## src/rtl/sha256_job_scheduler_if.sv

```systemverilog
// Signal bundle between the SHA-256 job scheduler, its requesters and the SHA-256 core.
interface sha256_job_scheduler_if #(
    parameter int NUM_REQ = 4
);
    // Handshake: a requester raises req[i] with stable addresses and holds it until a
    // one-cycle req_ack[i] or req_err[i]; the core gets a one-cycle core_start and
    // reports idle by holding core_done high.
    logic [NUM_REQ-1:0]       req;
    logic [NUM_REQ-1:0][15:0] req_message_addr;
    logic [NUM_REQ-1:0][15:0] req_output_addr;
    logic [NUM_REQ-1:0]       req_ack;
    logic [NUM_REQ-1:0]       req_err;
    logic                     core_start;
    logic [15:0]              core_message_addr;
    logic [15:0]              core_output_addr;
    logic                     core_done;

    modport master (
        input  req, req_message_addr, req_output_addr, core_done,
        output req_ack, req_err, core_start, core_message_addr, core_output_addr
    );

    modport slave (
        output req, req_message_addr, req_output_addr, core_done,
        input  req_ack, req_err, core_start, core_message_addr, core_output_addr
    );
endinterface

```

## src/rtl/sha256_job_scheduler.sv

```systemverilog
// Round-robin scheduler that hands hashing jobs from NUM_REQ requesters to one
// SHA-256 core, with a start-acceptance timeout and a completed-job counter.
module sha256_job_scheduler #(
    parameter int NUM_REQ = 4,
    parameter int TIMEOUT = 16
) (
    input  logic                   clk,
    input  logic                   reset,
    sha256_job_scheduler_if.master bus,
    output logic                   busy,
    output logic [2:0]             cur_id,
    output logic [15:0]            jobs_done,
    output logic [2:0]             state_dbg
);
    localparam int            TW         = $clog2(TIMEOUT) + 1;
    localparam logic [TW-1:0] TIMER_LAST = TW'(TIMEOUT - 1);

    typedef enum logic [2:0] {
        S_IDLE      = 3'd0,
        S_START     = 3'd1,
        S_WAIT_BUSY = 3'd2,
        S_RUN       = 3'd3,
        S_ACK       = 3'd4,
        S_ERR       = 3'd5
    } state_t;

    state_t             state;
    state_t             state_next;
    logic [TW-1:0]      timer;
    logic [2:0]         cur_id_q;
    logic [2:0]         last_grant;
    logic [15:0]        msg_q;
    logic [15:0]        out_q;
    logic [15:0]        jobs_done_q;
    logic [7:0]         req_ext;
    logic [7:0][15:0]   msg_ext;
    logic [7:0][15:0]   out_ext;
    logic [3:0]         cand;
    logic               grant_valid;
    logic [2:0]         grant_id;
    logic               core_start_c;
    logic               busy_c;
    logic [NUM_REQ-1:0] ack_c;
    logic [NUM_REQ-1:0] err_c;

    // Widen the request side to 8 entries so a 3-bit index is always in range.
    always_comb begin
        req_ext = '0;
        msg_ext = '0;
        out_ext = '0;
        for (int i = 0; i < NUM_REQ; i++) begin
            req_ext[i] = bus.req[i];
            msg_ext[i] = bus.req_message_addr[i];
            out_ext[i] = bus.req_output_addr[i];
        end
    end

    // Walk offsets from farthest to nearest so the requester right after last_grant wins.
    always_comb begin
        grant_valid = 1'b0;
        grant_id    = '0;
        cand        = '0;
        for (int i = NUM_REQ; i >= 1; i--) begin
            cand = {1'b0, last_grant} + 4'(i);
            if (cand >= 4'(NUM_REQ)) cand = cand - 4'(NUM_REQ);
            if (req_ext[cand[2:0]]) begin
                grant_valid = 1'b1;
                grant_id    = cand[2:0];
            end
        end
    end

    always_ff @(posedge clk) begin
        if (reset) state <= S_IDLE;
        else       state <= state_next;
    end

    always_comb begin
        state_next = state;
        case (state)
            S_IDLE:      if (grant_valid && bus.core_done) state_next = S_START;
            S_START:     state_next = S_WAIT_BUSY;
            S_WAIT_BUSY: begin
                if (!bus.core_done)           state_next = S_RUN;
                else if (timer == TIMER_LAST) state_next = S_ERR;
            end
            S_RUN:       if (bus.core_done) state_next = S_ACK;
            S_ACK:       state_next = S_IDLE;
            S_ERR:       state_next = S_IDLE;
            default:     state_next = S_IDLE;
        endcase
    end

    always_comb begin
        core_start_c = (state == S_START);
        busy_c       = (state != S_IDLE);
        ack_c        = '0;
        err_c        = '0;
        for (int i = 0; i < NUM_REQ; i++) begin
            ack_c[i] = (state == S_ACK) && (cur_id_q == 3'(i));
            err_c[i] = (state == S_ERR) && (cur_id_q == 3'(i));
        end
    end

    // Job context: addresses are captured at grant and held until the next grant.
    always_ff @(posedge clk) begin
        if (reset) begin
            cur_id_q   <= '0;
            last_grant <= 3'(NUM_REQ - 1);
            timer      <= '0;
            msg_q      <= '0;
            out_q      <= '0;
        end else begin
            case (state)
                S_IDLE: begin
                    if (grant_valid && bus.core_done) begin
                        cur_id_q <= grant_id;
                        msg_q    <= msg_ext[grant_id];
                        out_q    <= out_ext[grant_id];
                    end
                end
                S_START:     timer <= '0;
                S_WAIT_BUSY: begin
                    if (bus.core_done && timer != TIMER_LAST) timer <= timer + TW'(1);
                end
                S_ACK:       last_grant <= cur_id_q;
                S_ERR:       last_grant <= cur_id_q;
                default:     ;
            endcase
        end
    end

    always_ff @(posedge clk) begin
        if (reset)               jobs_done_q <= '0;
        else if (state == S_ACK) jobs_done_q <= jobs_done_q + 16'd1;
    end

    assign bus.core_start        = core_start_c;
    assign bus.core_message_addr = msg_q;
    assign bus.core_output_addr  = out_q;
    assign bus.req_ack           = ack_c;
    assign bus.req_err           = err_c;
    assign busy                  = busy_c;
    assign cur_id                = cur_id_q;
    assign jobs_done             = jobs_done_q;
    assign state_dbg             = state;
endmodule

```

## src/flat_wrapper.sv

```systemverilog
// flat-port wrapper written by rule: the top's interface ports become plain ports
module sha256_job_scheduler_flat 
#(
    parameter int NUM_REQ = 4,
    parameter int TIMEOUT = 16
)
  (clk, reset, busy, cur_id, jobs_done, state_dbg, bus_req, bus_req_message_addr, bus_req_output_addr, bus_core_done, bus_req_ack, bus_req_err, bus_core_start, bus_core_message_addr, bus_core_output_addr);
  sha256_job_scheduler_if #(.NUM_REQ(NUM_REQ)) bus_i ();
  input  logic clk;
  input  logic reset;
  output logic busy;
  output logic [2:0] cur_id;
  output logic [15:0] jobs_done;
  output logic [2:0] state_dbg;
  input wire logic [$bits(bus_i.req)-1:0] bus_req;
  input wire logic [$bits(bus_i.req_message_addr)-1:0] bus_req_message_addr;
  input wire logic [$bits(bus_i.req_output_addr)-1:0] bus_req_output_addr;
  input wire logic [$bits(bus_i.core_done)-1:0] bus_core_done;
  output wire logic [$bits(bus_i.req_ack)-1:0] bus_req_ack;
  output wire logic [$bits(bus_i.req_err)-1:0] bus_req_err;
  output wire logic [$bits(bus_i.core_start)-1:0] bus_core_start;
  output wire logic [$bits(bus_i.core_message_addr)-1:0] bus_core_message_addr;
  output wire logic [$bits(bus_i.core_output_addr)-1:0] bus_core_output_addr;
  assign bus_i.req = bus_req;
  assign bus_i.req_message_addr = bus_req_message_addr;
  assign bus_i.req_output_addr = bus_req_output_addr;
  assign bus_i.core_done = bus_core_done;
  assign bus_req_ack = bus_i.req_ack;
  assign bus_req_err = bus_i.req_err;
  assign bus_core_start = bus_i.core_start;
  assign bus_core_message_addr = bus_i.core_message_addr;
  assign bus_core_output_addr = bus_i.core_output_addr;
  sha256_job_scheduler #(.NUM_REQ(NUM_REQ), .TIMEOUT(TIMEOUT)) u_core (.clk(clk), .reset(reset), .bus(bus_i), .busy(busy), .cur_id(cur_id), .jobs_done(jobs_done), .state_dbg(state_dbg));
endmodule
```

## config.mk

```make
export PLATFORM = sky130hd
export DESIGN_NAME = sha256_job_scheduler_flat
export DESIGN_NICKNAME = d
export VERILOG_FILES = /design/src/rtl/sha256_job_scheduler_if.sv /design/src/rtl/sha256_job_scheduler.sv /design/src/flat_wrapper.sv
export SDC_FILE = /design/constraint.sdc
export NUM_CORES = 1
export LEC_CHECK = 0
export CAP_MARGIN = 10
export CORE_MARGIN = 2
export CORE_UTILIZATION = 40
export CTS_CLUSTER_DIAMETER = 150
export DETAILED_ROUTE_END_ITERATION = 10
export GPL_ROUTABILITY_DRIVEN = 0
export GPL_TIMING_DRIVEN = 0
export PLACE_DENSITY = 0.77
export RECOVER_POWER = 50
export SLEW_MARGIN = 30
export SYNTH_ARGS = -nofsm -noshare
export SYNTH_HDL_FRONTEND = slang
export SYNTH_SLANG_ARGS = --single-unit
```

## constraint.sdc

```tcl
create_clock -name clk -period 3.3 [get_ports clk]
set_clock_uncertainty 0.2 [all_clocks]
set_input_delay 0.66 -clock clk [delete_from_list [all_inputs] [get_ports clk]]
set_output_delay 0.66 -clock clk [all_outputs]
set_load 0.05 [all_outputs]
```

==> flow_summary_export.csv, run 1 <==
group,metric,value,unit
power_and_ir_drop,power.density,375,nW/µm²
timing,worst_pin_slew,0.604,ns
logic_synthesis,async_flop_share,0,
logic_synthesis,yosys.cell_count.top_type,"dfxtp_1",
global_routing,met1_usage,0.296,
drt,wirelength,16100,µm
placement,dp.cells,903,
global_routing,grt_max_degree,13,
setup_path,path_max_fanout,8,
floorplan,initial_core_util,0.411,
drt,wl_per_cell,17.6,µm
final_layout,utilization,0.635,
placement,port_buffers,197,
cts,cts-root-buf,"clkbuf_8",
min_path,min_path_type,"register to register",
global_routing,top_usage_layer,"met2",
run,drv_cap,0,
setup_path,endpoint_kind,"primary output",
logic_synthesis,synth_edf_count,0,
drt,drt_pass1_iterations,5,
cts,cts_tree,"yes",
logic_synthesis,yosysWarnings,0,
timing,max_freq,314,MHz
setup_path,rrSetupSlack,0.18,ns
setup_path,cp.required,2.44,ns
global_routing,grt_pass1_wl,24800,µm
cts,clk_latency,0.34,ns
power_and_ir_drop,p_leak,2.85,nW
logic_synthesis,syn-cell-area,4460,µm²
logic_synthesis,synth_top_area_frac,0.278,
cts,hold_buffers,0,
floorplan,fp.dieW,110,µm
global_routing,grtUsageMet3,0.0777,
logic_synthesis,netlist_top_cells_count,"dfxtp_1 (62), nor2_1 (61), nand2_1 (48)",
floorplan,dieArea,12000,µm²
run_status,status,"completed",
cts,clockBufferDepth,2,
global_routing,grt_overflow,0,
timing,fin_crit_sh,0.964,
floorplan,num_rows,38,
timing,final-hold-violation-count,0,
cts,numCtsBuffers,9,
logic_synthesis,syn_nets,706,
timing,slew_headroom,0.593,
drt,initialDrtViolationCount,284,
setup_path,critPathTopFamily,"buffers and inverters",
drt,ant_nets,0,
final_layout,layout-area-overhead-vs-synth,54.5,%
final_layout,drive_gt1_frac,0.0680,
global_routing,antenna_found_initial,0,
drt,vias,5278,
power_and_ir_drop,max-vdd-ir-drop,187,µV
final_layout,final_cells,919,
global_routing,grtUsageMet2,0.472,
setup_path,critPathArrivalTime,2.32,ns
cts,cts.sinks,62,
cts,path_clk_slew,0.08,ns
cts,h-tree-depth,3,
logic_synthesis,ys_seq_area_frac,0.278,
placement,dp_hpwl,12800,µm
setup_path,start_kind,"register",
logic_synthesis,yosys.area.top_type,"dfxtp_1",
setup_path,critPathKind,"register to primary output",
setup_path,cp_slowest_stage_delay,0.82,ns
setup_path,worst-path-buf-inv,2,
logic_synthesis,avgSynthCellArea,7.88,µm²
logic_synthesis,ys.flop_type,"dfxtp_1",
drt,avgViaCountPerCell,5.74,
logic_synthesis,yosysUniqueCellTypes,51,
global_routing,grt_usage,0.264,
floorplan,core,10800,µm²
drt,drcViolationCount,0,
setup_path,crit_slowest_cell,"clkdlybuf4s50_1",
setup_path,path_cells,"inv_1 > or3_1 > nor2_1 > clkdlybuf4s50_1",
final_layout,finalNetCount,914,
timing,period_minus_slack,3.18,ns
logic_synthesis,synthCells,566,
timing,setup_viol,0,
floorplan,io_pins,199,
logic_synthesis,ys_ff_latch,62,
timing,drv_slew,0,
final_layout,n_antenna_cell,0,
timing,rsz0062_at_grt,"no",
logic_synthesis,synthTopCellsByArea,"dfxtp_1 (28%), mux2i_1 (8.8%), a221o_1 (6.7%)",
global_routing,grt_pass1_vias,5142,
floorplan,die_height,110,µm
worst min-delay path: stages, from the launching register on:
cell	delay [ns]
dfxtp_1	0.32
o21ai_0	0.07
a21oi_1	0.06
final cells by class:
| cell class | count | area [µm²] |
|---|---|---|
| Tap cell | 140 | 175 |
| Multi-Input combinational cell | 442 | 2950 |
| Inverter | 10 | 40.0 |
| Buffer | 52 | 285 |
| Clock buffer | 9 | 124 |
| Timing Repair Buffer | 197 | 1970 |
| Sequential cell | 62 | 1240 |
| Clock inverter | 7 | 98.8 |
| Fill cell | 966 | 3950 |
cells in the final DEF, fill, tap and decap left out, types with 9 or more instances in the layout:
| cell type | instances |
|---|---|
| clkbuf_8 | 9 |
| clkbuf_1 | 27 |
| dlygate4sd3_1 | 44 |
| clkdlybuf4s50_1 | 148 |
| nand2b_1 | 9 |
| xor2_1 | 10 |
| nor2_1 | 61 |
| a221o_1 | 30 |
| mux2i_1 | 39 |
| o21ai_1 | 28 |
| a21boi_0 | 30 |
| a311oi_1 | 31 |
| o21ai_0 | 11 |
| dfxtp_1 | 61 |
| nand2_1 | 47 |
| and3_1 | 35 |
| a21oi_1 | 40 |
layer usage:
metal / part of all wire / vias to the layer above
li1: - / 2523
met1: 0.39 / 2450
met2: 0.49 / 268
met3: 0.094 / 37
met4: 0.027 / 0
met5: 0 / -
sequential cells by signal, summed over array words and instances (netlist names):
name / count
u_core.state_dbg: 3
u_core.jobs_done: 16
u_core.bus.core_output_addr: 16
u_core.bus.core_message_addr: 16
u_core.last_grant: 3
u_core.timer: 5
u_core.cur_id: 3
cell families after synthesis:
logic type / synth area share
AO/OA/AOI/OAI: 0.309
buffers and inverters: 0.0699
multiplexers: 0.0976
AND/OR/NAND/NOR: 0.205
adder cells (fa/ha/maj): 0.0140
XOR/XNOR: 0.0255
flip-flops: 0.278
final timing paths:
| path | start | end | depth (start not counted) |
|---|---|---|---|
| setup / recovery | u_core.state_dbg[2]$_SDFFE_PP0P_ | bus_req_err[2] | 4 |
| hold / removal | u_core.jobs_done[15]$_SDFFE_PP0P_ | u_core.jobs_done[15]$_SDFFE_PP0P_ | 2 |
| setup reg to reg | u_core.last_grant[0]$_SDFFE_PP1P_ | u_core.bus.core_message_addr[6]$_SDFFE_PP0P_ | 11 |
| hold reg to reg | u_core.jobs_done[15]$_SDFFE_PP0P_ | u_core.jobs_done[15]$_SDFFE_PP0P_ | 2 |
per-stage QoR:
step                setup TNS (ns)  total power [mW]  cell area (µm²)  hold WS (ns)  worst slack, ns
global placement             -2.36              1.83             6610         0.270           -0.123
detailed placement           -5.68              1.85             6610         0.280           -0.235
floorplan                        0              1.44             4470         0.260            0.109
CTS                              0              2.60             6850         0.293           0.0959
global route                     0              2.69             6890         0.306           0.0277
finish                           0              2.59             6890         0.288            0.119
power breakdown:
part | switching (mW) | internal [mW] | total, mW | leakage (nW)
Clock | 0.332 | 0.427 | 0.760 | 0.109
Combinational | 0.561 | 0.411 | 0.972 | 2.23
Sequential | 0.0451 | 0.809 | 0.854 | 0.507
Total | 0.938 | 1.65 | 2.59 | 2.85
what timing repair did:
item / 4_1_cts / 5_1_grt
hold endpoints to repair: 0 / 0
gates resized for setup: 9 / 18
buffers inserted: 0 / 0
cloned: 0 / 0
endpoints found under the setup margin: 36 / 22
(Power assumes the default switching activity.)
==> inputs of run 2 (changes only) <==
--- a/config.mk
+++ b/config.mk
@@ -7,12 +7,12 @@
 export LEC_CHECK = 0
 export CAP_MARGIN = 10
 export CORE_MARGIN = 2
-export CORE_UTILIZATION = 40
+export CORE_UTILIZATION = 43
 export CTS_CLUSTER_DIAMETER = 150
 export DETAILED_ROUTE_END_ITERATION = 10
 export GPL_ROUTABILITY_DRIVEN = 0
 export GPL_TIMING_DRIVEN = 0
-export PLACE_DENSITY = 0.77
+export PLACE_DENSITY = 0.82
 export RECOVER_POWER = 50
 export SLEW_MARGIN = 30
 export SYNTH_ARGS = -nofsm -noshare
==> run 2 against run 1 <==
Compared with the run above:
- cell count is 0.33% lower
- first-iteration DRC count up 11%
- sequential share of layout area about the same
- flip-flop and latch count unchanged
- power fell by 2.3%
- clock power is 9.2% lower
- critical path type unchanged
- largest cell class unchanged
==> flow_summary_export.csv, run 2 (synthesis results as in run 1) <==
group,metric,value,unit
run_status,status,"completed",
setup_path,critPathTopFamily,"buffers and inverters",
floorplan,dieArea,11200,µm²
final_layout,most-common-layout-cells,"clkdlybuf4s50_1 (146), dfxtp_1 (62), nor2_1 (61), nand2_1 (48), dlygate4sd3_1 (45)",
drt,vias,5400,
setup_path,start_kind,"register",
cts,numCtsBuffers,9,
floorplan,core,10200,µm²
timing,drv_slew,0,
global_routing,grt_overflow,0,
timing,rsz0062_at_grt,"no",
global_routing,grt_max_degree,12,
cts,h-tree-depth,3,
drt,met3WireLength,1290,µm
setup_path,endpoint_kind,"primary output",
min_path,min_path_type,"register to register",
final_layout,fillers,865,
setup_path,critPathArrivalTime,2.33,ns
drt,drt_pass1_iterations,5,
cts,cts-root-buf,"clkbuf_8",
drt,avgViaCountPerCell,5.90,
power_and_ir_drop,p_leak,2.91,nW
global_routing,grt_pass1_wl,25000,µm
timing,setup_viol,0,
drt,wl_met2,8250,µm
final_layout,drive_gt1_frac,0.0679,
global_routing,grt_pass1_vias,5299,
cts,cts_tree,"yes",
final_layout,mostFrequentLayoutCell,"clkdlybuf4s50_1",
placement,dp_hpwl,12600,µm
power_and_ir_drop,power,2.53,mW
timing,setup_ws,0.105,ns
drt,drcViolationCount,0,
drt,ant_nets,0,
placement,dp_slack,-0.216,ns
cts,cts.sinks,62,
cts,clk_latency,0.35,ns
setup_path,critPathKind,"register to primary output",
power_and_ir_drop,max-vdd-ir-drop,179,µV
drt,wirelength,16200,µm
setup_path,cp.required,2.44,ns
timing,fin_crit_sh,0.968,
setup_path,path_max_fanout,8,
drt,wl_met1,6230,µm
placement,port_buffers,197,
final_layout,multi_input_area,2950,µm²
final_layout,layout.area.seq,1240,µm²
drt,initialDrtViolationCount,314,
timing,period_minus_slack,3.19,ns
drt,dr.max_layer_used,"met4",
setup_path,crit_slowest_cell,"clkdlybuf4s50_1",
timing,worst_pin_slew,0.641,ns
drt,wl_per_cell,17.7,µm
global_routing,grt_usage,0.278,
timing,slew_headroom,0.571,
floorplan,fp.dieW,106,µm
timing,max_freq,313,MHz
final_layout,n_antenna_cell,0,
floorplan,io_pins,199,
timing,final-hold-violation-count,0,
power_and_ir_drop,power.density,368,nW/µm²
cts,clockBufferDepth,2,
floorplan,die_height,106,µm
final_layout,finalNetCount,915,
timing,whs,0.304,ns
global_routing,antenna_found_initial,0,
run,drv_cap,0,
setup_path,cp_slowest_stage_delay,0.80,ns
cts,path_clk_slew,0.07,ns
floorplan,num_rows,37,
cts,hold_buffers,0,
setup_path,path_cells,"inv_1 > or3_1 > nor2_1 > clkdlybuf4s50_1",
setup_path,worst-path-buf-inv,2,
floorplan,initial_core_util,0.438,
final_layout,layout-area-overhead-vs-synth,54.1,%
## run 2: cell types whose count changed in the layout (fill, tap and decap cells not counted), sizes merged
cell           before  now
buf                19   20
bufinv              2    1
clkbuf             42   43
clkdlybuf4s50     148  146
dlygate4sd2         4    1
dlygate4sd3        44   45
dlymetal6s2s        1    5
## run 2: per-layer routing
metal / global-route usage / up-vias
li1: - / 2527
met1: 0.306 / 2557
met2: 0.516 / 276
met3: 0.0594 / 40
met4: 0.111 / 0
met5: 0 / -
## run 2: through the flow
step / std cells / cell area, µm² / setup TNS [ns] / utilization
finish: 916 / 6870 / 0 / 0.675
floorplan: 566 / 4470 / 0 / -
global placement: 899 / 6610 / -1.73 / 0.649
CTS: 916 / 6830 / 0 / 0.671
global route: 916 / 6870 / 0 / 0.675
detailed placement: 899 / 6610 / -3.61 / 0.649
## run 2: cell type report
type	count	area share
inverters	10	0.00583
well taps	136	0.0248
multi-input cells	442	0.429
plain buffers	52	0.0412
flip-flops and latches	62	0.181
repair buffers	198	0.290
clock buffers	10	0.0200
clock inverters	6	0.00892
## run 2: what timing repair did
item | CTS | global route
endpoints found under the setup margin | 33 | 36
setup buffers | 1 | 0
resized for setup | 6 | 23
endpoints found under the hold margin | 0 | 0
pin swaps | 1 | 0
## run 2: power by group
group,leakage (nW),switching (mW),internal (mW)
clock,0.102,0.324,0.366
combinational,2.30,0.569,0.412
sequential,0.507,0.0459,0.810
## run 2: final timing paths
check / depth (start not counted) / from / to / slack, ns
hold / removal: 2 / u_core.bus.core_message_addr[9]$_SDFFE_PP0P_ / u_core.bus.core_message_addr[9]$_SDFFE_PP0P_ / 0.30
setup / recovery: 4 / u_core.state_dbg[2]$_SDFFE_PP0P_ / bus_req_err[1] / 0.11
setup reg to reg: 10 / u_core.last_grant[1]$_SDFFE_PP1P_ / u_core.bus.core_output_addr[7]$_SDFFE_PP0P_ / 0.13
hold reg to reg: 2 / u_core.bus.core_message_addr[9]$_SDFFE_PP0P_ / u_core.bus.core_message_addr[9]$_SDFFE_PP0P_ / 0.30
## run 2: tightest hold or removal path, delay by kind of cell, from the launching register on
family             cells  cell delay, ns
and+or+nand+nor        1            0.10
DFF                    1            0.31
AOI/OAI and AO/OA      1            0.05
